==> src/rtl/flexbex_ibex_prefetch_ctrl.sv <==
// flexbex_ibex_prefetch_ctrl
// Single-outstanding instruction-memory request controller feeding the
// fetch FIFO. It handles branch redirects, including discarding a response
// that is already in flight, and throttles sequential prefetch using the
// FIFO's ready signal.
module flexbex_ibex_prefetch_ctrl (
    input  logic        clk,
    input  logic        rst_n,

    // Core side
    input  logic        req_i,
    input  logic        branch_i,
    input  logic [31:0] addr_i,
    output logic        busy_o,

    // Instruction bus
    output logic        instr_req_o,
    output logic [31:0] instr_addr_o,
    input  logic        instr_gnt_i,
    input  logic        instr_rvalid_i,
    input  logic [31:0] instr_rdata_i,

    // Fetch FIFO input port
    output logic        fifo_clear_o,
    output logic        fifo_valid_o,
    output logic [31:0] fifo_addr_o,
    output logic [31:0] fifo_rdata_o,
    input  logic        fifo_ready_i
);

    typedef enum logic [1:0] {
        S_IDLE         = 2'd0,
        S_WAIT_GNT     = 2'd1,
        S_WAIT_RVALID  = 2'd2,
        S_WAIT_ABORTED = 2'd3
    } state_e;

    state_e      r_state;
    state_e      w_state_d;
    logic [31:0] r_addr;          // address of the current or pending request
    logic [31:0] w_addr_d;
    logic        r_addr_valid;    // a fetch address has been set since reset
    logic        w_addr_valid_d;

    logic [31:0] w_next_addr;     // next sequential word address
    logic [31:0] w_branch_addr;   // branch target, keeping bit 1 for the FIFO
    logic [31:0] w_branch_word;   // branch target aligned to a bus word
    logic        w_seq_ok;        // a sequential fetch may be issued now
    logic        w_unused_addr_lsb;

    // Derive the candidate request addresses and the sequential-fetch permission.
    always_comb begin
        w_next_addr   = {r_addr[31:2] + 30'd1, 2'b00};
        w_branch_addr = {addr_i[31:1], 1'b0};
        w_branch_word = {addr_i[31:2], 2'b00};
        // A FIFO slot is checked when the request is issued. The response
        // can then be pushed without checking fifo_ready_i again.
        w_seq_ok      = req_i & fifo_ready_i & r_addr_valid & ~branch_i;
    end

    // Instruction addresses are halfword aligned, so bit 0 of the target carries no information.
    assign w_unused_addr_lsb = addr_i[0];

    // Next-state, next-address and bus/FIFO output decode.
    always_comb begin
        // NOTE: every signal this block drives gets a default first. Then each
        // path through the case assigns it, and no latch can be inferred.
        w_state_d      = r_state;
        w_addr_d       = r_addr;
        w_addr_valid_d = r_addr_valid;
        instr_req_o    = 1'b0;
        instr_addr_o   = {r_addr[31:2], 2'b00};
        fifo_valid_o   = 1'b0;

        unique case (r_state)
            S_IDLE: begin
                if (branch_i) begin
                    instr_req_o    = 1'b1;
                    instr_addr_o   = w_branch_word;
                    w_addr_d       = w_branch_addr;
                    w_addr_valid_d = 1'b1;
                    w_state_d      = instr_gnt_i ? S_WAIT_RVALID : S_WAIT_GNT;
                end else if (w_seq_ok) begin
                    instr_req_o    = 1'b1;
                    instr_addr_o   = w_next_addr;
                    w_addr_d       = w_next_addr;
                    w_state_d      = instr_gnt_i ? S_WAIT_RVALID : S_WAIT_GNT;
                end
            end

            S_WAIT_GNT: begin
                // The request stays asserted. Its address changes only when a branch redirects it.
                instr_req_o = 1'b1;
                if (branch_i) begin
                    instr_addr_o   = w_branch_word;
                    w_addr_d       = w_branch_addr;
                    w_addr_valid_d = 1'b1;
                end
                if (instr_gnt_i) begin
                    w_state_d = S_WAIT_RVALID;
                end
            end

            S_WAIT_RVALID: begin
                if (instr_rvalid_i) begin
                    if (branch_i) begin
                        // The returning word is stale: drop it and start the branch fetch.
                        instr_req_o    = 1'b1;
                        instr_addr_o   = w_branch_word;
                        w_addr_d       = w_branch_addr;
                        w_addr_valid_d = 1'b1;
                        w_state_d      = instr_gnt_i ? S_WAIT_RVALID : S_WAIT_GNT;
                    end else begin
                        fifo_valid_o = 1'b1;
                        if (w_seq_ok) begin
                            instr_req_o  = 1'b1;
                            instr_addr_o = w_next_addr;
                            w_addr_d     = w_next_addr;
                            w_state_d    = instr_gnt_i ? S_WAIT_RVALID : S_WAIT_GNT;
                        end else begin
                            w_state_d = S_IDLE;
                        end
                    end
                end else if (branch_i) begin
                    // Only one request may be outstanding. Record the target
                    // now and issue it once the stale response has drained.
                    w_addr_d       = w_branch_addr;
                    w_addr_valid_d = 1'b1;
                    w_state_d      = S_WAIT_ABORTED;
                end
            end

            S_WAIT_ABORTED: begin
                if (instr_rvalid_i) begin
                    instr_req_o = 1'b1;
                    if (branch_i) begin
                        instr_addr_o   = w_branch_word;
                        w_addr_d       = w_branch_addr;
                        w_addr_valid_d = 1'b1;
                    end
                    w_state_d = instr_gnt_i ? S_WAIT_RVALID : S_WAIT_GNT;
                end else if (branch_i) begin
                    w_addr_d       = w_branch_addr;
                    w_addr_valid_d = 1'b1;
                end
            end

            default: begin
                w_state_d = S_IDLE;
            end
        endcase
    end

    // State and fetch-address registers with synchronous active-low reset.
    always_ff @(posedge clk) begin
        // NOTE: sequential state uses non-blocking assignments. Every register
        // then samples its value from before the clock edge, whatever the
        // statement order.
        if (!rst_n) begin
            r_state      <= S_IDLE;
            r_addr       <= 32'h0000_0000;
            r_addr_valid <= 1'b0;
        end else begin
            r_state      <= w_state_d;
            r_addr       <= w_addr_d;
            r_addr_valid <= w_addr_valid_d;
        end
    end

    // Pass-through and status outputs.
    always_comb begin
        busy_o       = (r_state != S_IDLE);
        fifo_clear_o = branch_i;
        fifo_addr_o  = r_addr;
        fifo_rdata_o = instr_rdata_i;
    end

endmodule
==> config.mk <==
export PLATFORM = sky130hd
export DESIGN_NAME = flexbex_ibex_prefetch_ctrl
export DESIGN_NICKNAME = d
export VERILOG_FILES = /design/src/rtl/flexbex_ibex_prefetch_ctrl.sv
export SDC_FILE = /design/constraint.sdc
export NUM_CORES = 1
export LEC_CHECK = 0
export CAP_MARGIN = 20
export CORE_AREA = 2 2 156 82
export CTS_BUF_LIST = sky130_fd_sc_hd__clkbuf_16
export DETAILED_ROUTE_END_ITERATION = 7
export DIE_AREA = 0 0 158 84
export PLACE_DENSITY = 0.81
export SYNTH_ARGS = -nofsm -noshare
export SYNTH_HDL_FRONTEND = slang
export SYNTH_SLANG_ARGS = --single-unit
==> constraint.sdc <==
create_clock -name clk -period 2 [get_ports clk]
set_input_delay 0.2 -clock clk [delete_from_list [all_inputs] [get_ports clk]]
set_output_delay 0.2 -clock clk [all_outputs]
set_load 0.03 [all_outputs]
==> summary.txt <==
Status
  – Status: finished, violations left
  – Failing checks: setup timing

Yosys
  – Ys flop type: dfxtp_1
  – Ys Warns: 0
  – Post-synthesis cell area: 0.004970 mm^2
  – #FFs+latches synth: 35
  – Syn Area/Cell: 6.743 um^2
  – Syn Inst Count: around 740
  – Synth unique cells: 77
  – Seq/Total Area, Yosys: approximately 14%
  – Post-synth ARST share: 0%
  – Post-synth EDFFs: 0

Clocking
  – Later-pin clock latency in the skew report: slightly below 0.3 ns
  – Root Driver: clkbuf_16
  – Clk slew on worst S/H paths: about 0.060 ns
  – CTS buffer count: 5
  – H-Tree Depth: 2
  – Clk buf depth: 2
  – CTS tree: yes
  – Sink Count: 35

Floorplan
  – Die Area: 0.01327 mm^2
  – # rows: 29
  – Die H: 84 um
  – Initial Utilization: just over 40%
  – I/O pins: 171
  – Die W: ~160 um
  – Core ar.: approximately 0.012 mm^2

Setup path
  – Type of origin of the critical path: flop
  – Critical path origin: fifo_addr_o[3]$_SDFF_PN0_
  – Worst path max stage delay: roughly 0.37 ns
  – R2r setup slk: -0.56 ns
  – Worst Reg-to-Reg Cells: 9
  – Crit. End Element: output pin
  – Critical Path End: instr_addr_o[31]
  – Worst path depth: 11
  – Worst path bufs/invs: 6
  – Slowest cell on crit path: dfxtp_4
  – Reg2reg start: fifo_addr_o[3]$_SDFF_PN0_
  – Setup CP Type: reg2out
  – Required @ worst endpoint: between 1.5 and 2 ns
  – Top delay family on crit path: buffers and inverters
  – Critical path fanouts, max: 5
  – Cell Chain, Critical Path: nand4b_1 > buf_4 > buf_4 > buf_6 > nor4_4 > buf_6 > a31oi_4 > o31ai_4 > buf_4 > o221ai_2 > buf_6
  – Worst EP arrival: 2.68 ns
  – Reg-to-reg critical path endpoint: fifo_addr_o[25]$_SDFF_PN0_

Power
  – Power Dens Cells: around 1400 mW/mm^2
  – Clk network pwr share: ~5.8%
  – Leak Pwr: slightly above 4 nW
  – Comb power frac: roughly 86%
  – Switch share: between 50 and 60%
  – Switching power: between 0.007 and 0.008 W
  – Maximum VDD drop: roughly 1100 uV
  – Internal power: around 0.0070 W
  – Sequential power share: under 10%

Timing
  – Setup-failing EPs final: between 60 and 70
  – Setup TNS Final: -25.97 ns
  – Max_slew headroom: a little under three fifths
  – Slack of the critical path: -0.8832 ns
  – Final period utilization: 144.2%
  – Final Hold Viols: 0
  – Skew final: between 0.004 and 0.005 ns
  – RSZ-0062 raised after global routing: true
  – Worst Max-Slew Pin Slew: around 0.65 ns
  – Pins Over Slew Limit: 0
  – Highest Clock Rate: between 300 and 400 MHz
  – Final Critical Period: 2.883 ns

Route
  – DRC viols: 0
  – Initial DRT Pass Iterations: 8
  – Count of routing violations after the opening detailed-route iteration: 1788
  – Post-Route WL: ~34000 um
  – Total number of vias: approximately 8600
  – Drt via density: 7.050
  – Routed len/inst: 27.86 um
  – Remaining antenna violation count after routing: 0

Place
  – Buffers added on ports: between 100 and 150
  – Post-detail-place hpwl: just over 20000 um
  – Place WS: -0.8674 ns
  – Gpl congestion: between 1 and 1.5

Final layout
  – Layout cells sized above 1: a little over half
  – Commonest non-fill, non-tap cell in the layout: buf_4
  – Multi-input gate area: between 0.005 and 0.006 mm^2
  – Register area: 755.7 um^2
  – P&R area growth vs syn: 103.9%
  – Most frequent cells in the layout: 236 x buf_4, 77 x buf_6, 66 x clkdlybuf4s50_1, 62 x nand2_1, 48 x nor2_1
  – Layout Nets: 1129
  – Diode count: 0
  – Fill count: approximately 670

Global routing
  – Total grt overflow: 0
  – GRT Overall Usage: between 40% and 50%
  – First-pass GRT wire length: 45020 um
  – Largest net degree at the start of global routing: 51
  – Vias in the first global route: approximately 7500
  – Initial antenna violation count: 0

Min path
  – Hold Path Class: in2out
  – Hold Startpoint: instr_rdata_i[0]

Run
  – Max-Cap Viols: 0
==> power groups by stage <==
| stage | Sequential (W) | Clock (W) | Combinational (W) |
|---|---|---|---|
| final | 0.00117 | 0.000823 | 0.0122 |
| after detailed placement | 0.00111 | 0 | 0.00861 |
| after CTS | 0.00112 | 0.000801 | 0.0104 |
| after global routing | 0.00118 | 0.000837 | 0.0124 |
| after floorplan | 0.00143 | 0 | 0.00424 |
| after global placement | 0.00111 | 0 | 0.00856 |
==> flip-flops by register name (all words and copies together), names as in the netlist <==
register / cells
fifo_addr_o: 32
r_addr_valid: 1
r_state: 2
==> worst reg2reg max path, delay by kind of cell (launching register included) <==
| kind | cells | cell delay, ns |
|---|---|---|
| compound gates | 2 | 0.24 |
| buf+inv | 4 | 0.59 |
| flops | 1 | 0.37 |
| simple gates | 3 | 1.24 |
==> repair_timing <==
item                       CTS  global route
setup buffers               55            39
hold buffers                 0             0
pin swaps                   68            78
gates cloned                 2             1
setup endpoints to repair   64            63
resized for setup          201           136
==> Yosys cell counts, types with 9 or more instances <==
cell	instances	share of area (%)
o31ai_1	10	1.5
xnor2_1	10	1.8
dfxtp_1	35	14
o21ai_0	41	4.1
and3_1	9	1.1
a211oi_1	11	1.7
buf_2	11	1.1
clkbuf_1	44	3.3
a31oi_1	18	2.3
a221oi_1	9	1.6
nand2_1	69	5.2
inv_1	14	1.1
nor3_1	19	1.9
nor2_1	59	4.5
buf_4	37	5.6
and2_1	10	1.3
nand4_1	21	2.6
buf_1	10	0.76
a21oi_1	38	3.8
nor4_1	13	1.6
nand2b_1	22	2.8
nand3_1	29	2.9
nor2b_1	9	1.1
a22oi_1	15	2.3
==> metrics by stage <==
stage / cells / utilization, % / area, um^2 / hold slack (ns) / power, W
after floorplan: 738 / - / 5513 / 0.3321 / 0.005676
after global placement: 1140 / 65.64 / 7955 / 0.4002 / 0.009669
after detailed placement: 1140 / 65.64 / 7955 / 0.4002 / 0.009726
after CTS: 1197 / 77.24 / 9360 / 0.4002 / 0.01230
after global routing: 1224 / 83.63 / 10130 / 0.4000 / 0.01443
final: 1224 / 83.63 / 10130 / 0.4000 / 0.01422
==> area by class of cell <==
cell class	instances	area share, %
clock buffer	5	1.235
clock inverter	3	0.1111
multi-input combinational	580	49.57
tap	170	2.099
inverter	17	0.7531
sequential	35	7.457
timing repair buffer	414	38.78
==> routing by layer <==
metal	vias to the layer above	wire length, um	global-route usage (%)
met3	260	5862	18.74
met4	2	2137	14.09
met2	947	12990	59.05
met1	4020	13090	64.39
met5	-	28	0
li1	3400	-	-
==> cells by family after synthesis <==
logic type / synth area share, %
adder cells (fa/ha/maj): 1.259
AND/OR/NAND/NOR: 32.13
buffers and inverters: 12.59
flip-flops: 14.10
other: 0.07546
XOR/XNOR: 2.996
AO/OA/AOI/OAI: 34.34
multiplexers: 2.518
==> how the worst min path moves through the flow <==
stage                                      endpoint  slack (ns)  cells past startpoint
after global placement             fifo_rdata_o[10]        0.40                      0
final                               fifo_rdata_o[0]        0.40                      0
after CTS                          fifo_rdata_o[10]        0.40                      0
after global routing                fifo_rdata_o[0]        0.40                      0
after floorplan           fifo_addr_o[5]$_SDFF_PN0_        0.33                      2
after detailed placement           fifo_rdata_o[10]        0.40                      0
(Power assumes the default switching activity.)
